--- config.mk ---
export PLATFORM = sky130hd
export DESIGN_NAME = axis_frame_fifo_arbiter
export DESIGN_NICKNAME = d
export VERILOG_FILES = /design/src/rtl/axis_frame_fifo_arbiter.sv
export SDC_FILE = /design/constraint.sdc
export NUM_CORES = 1
export LEC_CHECK = 0
export CAP_MARGIN = 20
export CORE_MARGIN = 5
export CORE_UTILIZATION = 37
export DETAILED_ROUTE_END_ITERATION = 10
export PLACE_DENSITY = 0.75
export REMOVE_ABC_BUFFERS = 1
export SLEW_MARGIN = 20
export SYNTH_ARGS = -nofsm -noshare
export SYNTH_HDL_FRONTEND = slang
export SYNTH_SLANG_ARGS = --single-unit
--- constraint.sdc ---
create_clock -name clk -period 1.7 [get_ports clk]
set_input_delay 0.17 -clock clk [delete_from_list [all_inputs] [get_ports clk]]
set_output_delay 0.17 -clock clk [all_outputs]
set_load 0.1 [all_outputs]
--- src/rtl/axis_frame_fifo_arbiter.sv ---
// Frame-granular round-robin arbiter in front of an axis_frame_fifo write port.
// Holds a grant from the first beat to tlast and aborts frames that stall mid-way.
//
// Ports:
//   clk, rst            clock and synchronous active-high reset
//   input_axis_*        S_COUNT packed AXI-stream sources (tdata/tvalid/tready/tlast/tuser)
//   output_axis_*       single AXI-stream toward the FIFO
//   grant               one-hot current owner, zero when idle
//   abort               one-cycle pulse after a hung frame was force-terminated
module axis_frame_fifo_arbiter #(
    parameter int S_COUNT    = 2,
    parameter int DATA_WIDTH = 8,
    parameter int TIMEOUT    = 16
) (
    input  logic                            clk,
    input  logic                            rst,
    input  logic [S_COUNT*DATA_WIDTH-1:0]   input_axis_tdata,
    input  logic [S_COUNT-1:0]              input_axis_tvalid,
    output logic [S_COUNT-1:0]              input_axis_tready,
    input  logic [S_COUNT-1:0]              input_axis_tlast,
    input  logic [S_COUNT-1:0]              input_axis_tuser,
    output logic [DATA_WIDTH-1:0]           output_axis_tdata,
    output logic                            output_axis_tvalid,
    input  logic                            output_axis_tready,
    output logic                            output_axis_tlast,
    output logic                            output_axis_tuser,
    output logic [S_COUNT-1:0]              grant,
    output logic                            abort
);

    localparam int IW = (S_COUNT > 1) ? $clog2(S_COUNT) : 1;
    localparam int CW = (TIMEOUT > 0) ? $clog2(TIMEOUT + 1) : 1;

    typedef enum logic [1:0] {
        IDLE,
        ACTIVE,
        ABORT,
        DRAIN
    } state_t;

    state_t               state_q, state_d;
    logic [S_COUNT-1:0]   grant_q, grant_d;
    logic [IW-1:0]        gidx_q, gidx_d;
    logic [IW-1:0]        rr_q, rr_d;
    logic [CW-1:0]        cnt_q, cnt_d;
    logic                 abort_q, abort_d;

    logic                  sel_valid;
    logic                  sel_last;
    logic                  sel_user;
    logic [DATA_WIDTH-1:0] sel_data;
    logic                  pick_found;
    logic [IW-1:0]         pick_idx;
    logic [IW-1:0]         gnext;

    // Signals of the currently granted source.
    always_comb begin
        sel_valid = 1'b0;
        sel_last  = 1'b0;
        sel_user  = 1'b0;
        sel_data  = '0;
        for (int i = 0; i < S_COUNT; i++) begin
            if (gidx_q == IW'(i)) begin
                sel_valid = input_axis_tvalid[i];
                sel_last  = input_axis_tlast[i];
                sel_user  = input_axis_tuser[i];
                sel_data  = input_axis_tdata[i*DATA_WIDTH +: DATA_WIDTH];
            end
        end
    end

    // Round-robin pick: first search at/after the pointer, then wrap
    // around to the lowest-numbered requester.
    always_comb begin
        pick_found = 1'b0;
        pick_idx   = '0;
        for (int i = 0; i < S_COUNT; i++) begin
            if (!pick_found && input_axis_tvalid[i] && IW'(i) >= rr_q) begin
                pick_found = 1'b1;
                pick_idx   = IW'(i);
            end
        end
        for (int i = 0; i < S_COUNT; i++) begin
            if (!pick_found && input_axis_tvalid[i]) begin
                pick_found = 1'b1;
                pick_idx   = IW'(i);
            end
        end
    end

    assign gnext = (gidx_q == IW'(S_COUNT - 1)) ? '0 : gidx_q + IW'(1);

    always_comb begin
        state_d = state_q;
        grant_d = grant_q;
        gidx_d  = gidx_q;
        rr_d    = rr_q;
        cnt_d   = cnt_q;
        abort_d = 1'b0;
        unique case (state_q)
            IDLE: begin
                if (pick_found) begin
                    state_d = ACTIVE;
                    gidx_d  = pick_idx;
                    cnt_d   = '0;
                    for (int i = 0; i < S_COUNT; i++) begin
                        grant_d[i] = (pick_idx == IW'(i));
                    end
                end
            end
            ACTIVE: begin
                if (sel_valid && output_axis_tready) begin
                    cnt_d = '0;
                    if (sel_last) begin
                        state_d = IDLE;
                        grant_d = '0;
                        rr_d    = gnext;
                    end
                end else if (!sel_valid && TIMEOUT != 0) begin
                    // Only a silent source counts; FIFO backpressure does not.
                    if (cnt_q == CW'(TIMEOUT - 1)) begin
                        state_d = ABORT;
                        cnt_d   = '0;
                    end else begin
                        cnt_d = cnt_q + CW'(1);
                    end
                end
            end
            ABORT: begin
                if (output_axis_tready) begin
                    state_d = DRAIN;
                    abort_d = 1'b1;
                end
            end
            DRAIN: begin
                if (sel_valid && sel_last) begin
                    state_d = IDLE;
                    grant_d = '0;
                    rr_d    = gnext;
                end
            end
            default: state_d = IDLE;
        endcase
    end

    always_comb begin
        output_axis_tdata  = '0;
        output_axis_tvalid = 1'b0;
        output_axis_tlast  = 1'b0;
        output_axis_tuser  = 1'b0;
        input_axis_tready  = '0;
        unique case (state_q)
            ACTIVE: begin
                output_axis_tdata  = sel_data;
                output_axis_tvalid = sel_valid;
                output_axis_tlast  = sel_last;
                output_axis_tuser  = sel_user;
                input_axis_tready  = grant_q & {S_COUNT{output_axis_tready}};
            end
            ABORT: begin
                // Terminating beat marks the partial frame bad for the FIFO.
                output_axis_tvalid = 1'b1;
                output_axis_tlast  = 1'b1;
                output_axis_tuser  = 1'b1;
            end
            DRAIN: begin
                input_axis_tready = grant_q;
            end
            default: begin
            end
        endcase
    end

    always_ff @(posedge clk) begin
        if (rst) begin
            state_q <= IDLE;
            grant_q <= '0;
            gidx_q  <= '0;
            rr_q    <= '0;
            cnt_q   <= '0;
            abort_q <= 1'b0;
        end else begin
            state_q <= state_d;
            grant_q <= grant_d;
            gidx_q  <= gidx_d;
            rr_q    <= rr_d;
            cnt_q   <= cnt_d;
            abort_q <= abort_d;
        end
    end

    assign grant = grant_q;
    assign abort = abort_q;

endmodule

==> results.py, run 1 <==
metrics = {
    "setup_path": {
        "crit_slowest_cell": "dfxtp_4",
        "worstSetupPathType": "reg2reg",
        "r2r_end": "state_q[0]$_SDFFE_PP0P_",
        "crit_chain": "buf_12 -> mux2i_2 -> o21ai_0 -> buf_4 -> o2111ai_1 -> mux2i_1",
        "worstRegToRegCells": 6,
        "cp.required_ns": 1.89,
        "start_kind": "flop",
        "r2r_start": "gidx_q$_SDFFE_PP0P_",
        "crit_fanout": 11,
        "slowest_delay_ns": 0.37,
        "r2r_slack_ns": -0.03,
        "cp.arrival_ns": 1.92,
        "end_kind": "flop",
    },
    "run_status": {
        "violations": "negative setup slack",
        "outcome": "complete, but fails checks",
    },
    "detailed_routing": {
        "wire_per_inst_um": 18.55,
        "vias": 1172,
        "drc": 0,
        "routed_wl_um": 3822,
        "viasPerCell": 5.689,
        "dr.pass1.iters": 4,
        "ant_nets": 0,
        "drt_iter0_drc": 67,
    },
    "clock_tree": {
        "tritoncts": "built",
        "cts_buffers": 3,
        "clk_path_buf_depth": 2,
        "clk_pin_slew_ns": 0.07,
        "clk_latency_ns": 0.27,
        "cts_root_buffer": "clkbuf_4",
        "clkSinkCount": 12,
        "htree_levels": 1,
    },
    "synthesis": {
        "synth_edf_count": 0,
        "synth_area_leader_cell": "dfxtp_1",
        "synth_top_area_share_pct": 26.09,
        "yosys-top-cells-count": "nor2_1, mux2i_1, dfxtp_1",
        "synth_most_common_cell": "nor2_1",
        "synth.distinct_cells": 33,
        "synth_area_leaders": "dfxtp_1, mux2i_1, ha_1, nor2_1, a21oi_1",
        "ys_async_sr_fraction_pct": 0,
        "netlist_area_um2": 920.9,
        "yosysSeqAreaShare_pct": 26.09,
        "synth-main-ff-cell": "dfxtp_1",
        "postSynthAreaPerCell_um2": 8.078,
        "yosys_warnings": 0,
        "syn_inst": 114,
        "synth_seq_cells": 12,
    },
    "worst_hold_path": {
        "worstHoldStart": "grant[1]$_SDFFE_PP0P_",
        "hold_class": "reg2reg",
        "min_path_cells": 2,
        "hold_end": "grant[1]$_SDFFE_PP0P_",
    },
    "pwr": {
        "p_int_uw": 958.7,
        "share_comb_of_total_power_pct": 73.3,
        "p_leak_uw": 0.0007103,
        "clkPwrFrac_pct": 9.0,
        "power.switching_uw": 923.3,
        "pwr_density_cell_mw_per_mm2": 1021,
        "power_frac_seq_pct": 17.7,
        "ir_drop_uv": 691.4,
        "swShare_pct": 49.06,
    },
    "grt": {
        "grt_pass1_wl_um": 5271,
        "grt_max_degree": 16,
        "grt_pass1_vias": 1092,
        "grt_overflow": 0,
        "antenna_found_initial": 0,
        "grt.total_usage_pct": 19.53,
    },
    "place": {
        "place_hpwl_um": 2563,
        "place_congestion": 0.8285,
        "io_buffers": 40,
        "placed_cells": 195,
    },
    "sta": {
        "finalHoldViolCount": 0,
        "period_minus_slack_ns": 1.727,
        "final.setup.worst_slack_ns": -0.02740,
        "final.setup.tns_ns": -0.02740,
        "tightestPinTransition_ns": 0.3706,
        "finalCritPeriodShare_pct": 101.6,
        "final_max_slew_viol_count": 0,
        "finalClockSkew_ns": 0.0004119,
        "fmax_mhz": 578.9,
        "slew_headroom_pct": 75.22,
        "rsz0062_at_grt": "true",
        "setup_violations": 1,
    },
    "finish": {
        "fin_cells": 206,
        "antenna_cells": 0,
        "layout-drive-gt1-share_pct": 40.34,
        "nNetsFinal": 209,
        "syn_to_final_growth_pct": 100.1,
    },
    "job": {
        "maxCapViolCount": 0,
    },
    "floorplanning": {
        "core_area_mm2": 0.002432,
        "fp.dieW_um": 59.89,
        "die_y_um": 59.89,
        "pin_count": 41,
        "die-area_mm2": 0.003587,
        "initial_utilization_pct": 37.86,
        "rows": 18,
    },
}
-- critical path, delay by kind of cell (launching register included) --
kind / cells / cell delay [ns]
flops: 1 / 0.37
compound gates: 2 / 0.45
buf+inv: 2 / 0.33
mux: 2 / 0.51
-- layout make-up --
| cell class | count | area (um2) |
|---|---|---|
| multi-input combinational | 90 | 763.2 |
| sequential | 12 | 249.0 |
| tap | 30 | 37.54 |
| timing repair buffer | 64 | 740.7 |
| inverter | 7 | 30.03 |
| clock buffer | 3 | 22.52 |
| fill | 157 | 589.3 |
-- flip-flops by register name, indices dropped and copies added (netlist names), named ones only --
signal / count
rr_q: 1
cnt_q: 5
abort: 1
gidx_q: 1
grant: 2
state_q: 1
-- repair_timing --
item,in CTS,in global routing
setup buffers,2,6
pin swaps,2,11
resized for setup,25,21
hold buffers,0,0
setup endpoints to repair,15,21
-- worst max path at each step --
stage	end	from	slack, ns	cells after the start
floorplan	output_axis_tvalid	gidx_q$_SDFFE_PP0P_	-0.89	3
global placement	cnt_q[3]$_SDFFE_PP0P_	input_axis_tvalid[0]	-0.10	5
detailed placement	cnt_q[3]$_SDFFE_PP0P_	input_axis_tvalid[1]	-0.14	5
CTS	output_axis_tvalid	state_q[0]$_SDFFE_PP0P_	0.003	6
global route	state_q[0]$_SDFFE_PP0P_	gidx_q$_SDFFE_PP0P_	-0.11	6
finish	state_q[0]$_SDFFE_PP0P_	gidx_q$_SDFFE_PP0P_	-0.03	6
-- cells in the final DEF (no fill, tap or decap), drive strengths merged --
cell and instances:
a31oi 1, and3 1, o21bai 1, mux2 1
o21ai 3, nand2b 1, buf 40, a21boi 1
a31o 1, clkbuf 3, nand4 2, nor3b 3
nand3b 1, and4b 1, mux2i 14, clkdlybuf4s50 24
inv 6, nor2b 2, a41o 1, a21oi 8
a22oi 3, a32o 2, a311o 2, nor2 18
nor3 2, o2111ai 1, dfxtp 12, nand4b 1
nand3 4, ha 6, clkinvlp 1, nand2 5
a211oi 1, o21a 2, nor4 1
-- routing by layer --
layer  routed length, um  share of wire, %  vias to the layer above  track usage (%)
met5                   0                 0                        -                0
met3                 214               5.6                       18            4.752
met4                 172               4.5                        0            6.013
met2                2053                54                       52            34.72
met1                1382                36                      557            22.77
li1                    -                 -                      545                -
-- power by group through the flow --
| stage | Sequential, uW | Clock (uW) | Combinational [uW] |
|---|---|---|---|
| after floorplan | 405 | 0 | 605 |
| after global placement | 327 | 0 | 1120 |
| after detailed placement | 329 | 0 | 1140 |
| after CTS | 329 | 175 | 1250 |
| after global routing | 336 | 187 | 1430 |
| final | 333 | 169 | 1380 |
-- cells by family (layout without fill, tap and decap cells) --
kind of cell,after synthesis,after routing,share of synthesized area (%)
AND/OR/NAND/NOR,42,42,22.69
adder cells (fa/ha/maj),6,6,8.152
AO/OA/AOI/OAI,27,27,20.52
buffers and inverters,12,74,5.706
flip-flops,12,12,26.09
multiplexers,15,15,16.85
-- metrics by stage --
step	worst slack (ns)	util [%]	cell area (um2)	hold slack [ns]	power (uW)
after floorplan	-0.8903	-	894.6	0.2424	1011
after global placement	-0.1007	64.76	1575	0.4618	1447
after detailed placement	-0.1399	64.76	1575	0.4852	1470
after CTS	0.002967	70.06	1704	0.4963	1750
after global routing	-0.1131	75.77	1843	0.5175	1955
final	-0.02740	75.77	1843	0.4935	1882
(Power assumes the default switching activity.)
==> inputs of run 2 (changes only) <==
--- a/config.mk
+++ b/config.mk
@@ -7,11 +7,13 @@
 export LEC_CHECK = 0
 export CAP_MARGIN = 20
 export CORE_MARGIN = 5
-export CORE_UTILIZATION = 37
+export CORE_UTILIZATION = 39
+export CTS_BUF_LIST = sky130_fd_sc_hd__clkbuf_8
 export DETAILED_ROUTE_END_ITERATION = 10
-export PLACE_DENSITY = 0.75
+export HOLD_SLACK_MARGIN = 0.05
+export PLACE_DENSITY = 0.79
 export REMOVE_ABC_BUFFERS = 1
-export SLEW_MARGIN = 20
+export SLEW_MARGIN = 40
 export SYNTH_ARGS = -nofsm -noshare
 export SYNTH_HDL_FRONTEND = slang
 export SYNTH_SLANG_ARGS = --single-unit
==> run 2 against run 1 <==
The flow now finishes without violations. Global-route usage increased by 1.1 points. Combinational power decreased by 9%. Maximum frequency increased by 3.3%. Register-to-register slack improved by 0.05 ns. Final cell count decreased by 3.9%. Routed wire length decreased by 11%. Largest cell class unchanged.
==> results.py, run 2 (synthesis results as in run 1) <==
metrics = {
    "run_status": {
        "outcome": "finished clean",
    },
    "detailed_routing": {
        "drt_iter0_drc": 38,
        "ant_nets": 0,
        "drc": 0,
        "wire_per_inst_um": 17.18,
        "viasPerCell": 5.535,
        "dr.pass1.iters": 4,
        "vias": 1096,
        "routed_wl_um": 3401,
    },
    "finish": {
        "syn_to_final_growth_pct": 89.13,
        "layout-drive-gt1-share_pct": 34.71,
        "nNetsFinal": 203,
        "largest_reg_flops": 5,
        "top_register": "cnt_q",
        "final_cell_area_mm2": 0.001742,
        "antenna_cells": 0,
        "layout_commonest_cell": "clkdlybuf4s50_1",
        "final_cell_mix": "clkdlybuf4s50_1, buf_4, buf_12",
        "fin_cells": 198,
    },
    "floorplanning": {
        "pin_count": 41,
        "initial_utilization_pct": 41.23,
        "rows": 17,
        "die_y_um": 58.59,
        "core_area_mm2": 0.002233,
        "fp.dieW_um": 58.59,
        "die-area_mm2": 0.003433,
    },
    "clock_tree": {
        "clk_pin_slew_ns": 0.05,
        "htree_levels": 1,
        "clkSinkCount": 12,
        "cts_root_buffer": "clkbuf_8",
        "cts_buffers": 3,
        "clk_path_buf_depth": 2,
        "tritoncts": "built",
        "clk_latency_ns": 0.24,
    },
    "setup_path": {
        "crit_chain": "inv_2 -> ha_4 -> inv_1 -> buf_4 -> nor2_2 -> buf_12",
        "r2r_start": "state_q[0]$_SDFFE_PP0P_",
        "start_kind": "flop",
        "cp.required_ns": 1.53,
        "crit_slowest_cell": "dfxtp_2",
        "slowest_delay_ns": 0.32,
        "worstSetupPathType": "reg2out",
        "cp.arrival_ns": 1.50,
        "end_kind": "output pin",
        "crit_fanout": 7,
    },
    "pwr": {
        "power_frac_seq_pct": 18.2,
        "share_comb_of_total_power_pct": 68.0,
        "power.switching_uw": 881.1,
        "p_leak_uw": 0.0006747,
        "pwr_density_cell_mw_per_mm2": 1062,
        "clkPwrFrac_pct": 13.8,
        "ir_drop_uv": 740.4,
        "p_int_uw": 969.3,
        "swShare_pct": 47.62,
    },
    "grt": {
        "grt_pass1_vias": 1112,
        "grt_overflow": 0,
        "grt.total_usage_pct": 20.63,
        "grt_max_degree": 16,
        "grt_pass1_wl_um": 5451,
        "antenna_found_initial": 0,
    },
    "sta": {
        "finalClockSkew_ns": 0.003427,
        "period_minus_slack_ns": 1.673,
        "slew_headroom_pct": 77.53,
        "final_max_slew_viol_count": 0,
        "setup_violations": 0,
        "finalCritPeriodShare_pct": 98.39,
        "fmax_mhz": 597.9,
        "rsz0062_at_grt": "true",
        "tightestPinTransition_ns": 0.3340,
        "finalHoldViolCount": 0,
    },
    "place": {
        "io_buffers": 40,
        "place_congestion": 0.9402,
        "placed_cells": 194,
        "place_area_mm2": 0.001580,
        "place_hpwl_um": 2596,
    },
    "worst_hold_path": {
        "hold_class": "reg2reg",
        "worstHoldStart": "cnt_q[4]$_SDFFE_PP0P_",
    },
    "job": {
        "maxCapViolCount": 0,
    },
}
-- run 2: critical path, delay by kind of cell, from the launching register on --
kind / cells / cell delay [ns]
adder cells (fa/ha/maj): 1 / 0.17
AND/OR/NAND/NOR: 1 / 0.16
flip-flops: 1 / 0.32
buffers and inverters: 4 / 0.59
-- run 2: cell type report --
cell class | instances | area (um2)
Multi-Input combinational cell | 90 | 721.9
Timing Repair Buffer | 58 | 670.6
Fill cell | 158 | 491.7
Sequential cell | 12 | 246.5
Clock buffer | 3 | 41.29
Tap cell | 28 | 35.03
Inverter | 7 | 26.28
-- run 2: final timing paths --
kind / to / slack (ns) / cells past startpoint
max reg2reg: cnt_q[3]$_SDFFE_PP0P_ / 0.03 / 6
min: cnt_q[4]$_SDFFE_PP0P_ / 0.48 / 1
min reg2reg: cnt_q[4]$_SDFFE_PP0P_ / 0.48 / 1
max: output_axis_tdata[1] / 0.03 / 6
-- run 2: power groups by stage --
stage               logic (uW)  registers [uW]  clock network (uW)
finish                    1260             336                 256
global route              1310             338                 271
CTS                       1200             337                 260
detailed placement        1140             331                   0
global placement          1120             329                   0
floorplan                  605             405                   0
-- run 2: per-stage QoR --
step                setup slack, ns  util, %  hold WS, ns  TNS (ns)  total power [uW]
CTS                        0.001845    75.57       0.4871         0              1795
global placement            -0.1046    70.76       0.4627   -0.3678              1448
global route               -0.03560    77.98       0.5113   -0.1218              1923
finish                      0.02734    77.98       0.4833         0              1850
floorplan                   -0.8903        -       0.2424    -9.405              1011
detailed placement          -0.1408    70.76       0.4819   -0.8145              1476
-- run 2: layer usage --
layer | wire [um] | GRT usage, % | part of all wire (%) | vias up
met5 | 0 | 0 | 0 | -
met4 | 27 | 4.531 | 0.79 | 0
met3 | 198 | 4.825 | 5.8 | 6
met2 | 1808 | 36.68 | 53 | 32
met1 | 1366 | 25.13 | 40 | 527
li1 | - | - | - | 531
-- run 2: what timing repair did --
| action | 4_1_cts | 5_1_grt |
|---|---|---|
| hold buffers | 0 | 0 |
| endpoints found under the hold margin | 0 | 0 |
| resized for setup | 21 | 11 |
| setup buffers | 0 | 1 |
| pin swaps | 1 | 1 |
| endpoints found under the setup margin | 17 | 18 |
==> inputs of run 3 (changes only) <==
--- a/config.mk
+++ b/config.mk
@@ -5,7 +5,7 @@
 export SDC_FILE = /design/constraint.sdc
 export NUM_CORES = 1
 export LEC_CHECK = 0
-export CAP_MARGIN = 20
+export CAP_MARGIN = 5
 export CORE_MARGIN = 5
 export CORE_UTILIZATION = 39
 export CTS_BUF_LIST = sky130_fd_sc_hd__clkbuf_8
==> results of run 3 <==
Final layout, timing and power as in run 2 (identical DEF).
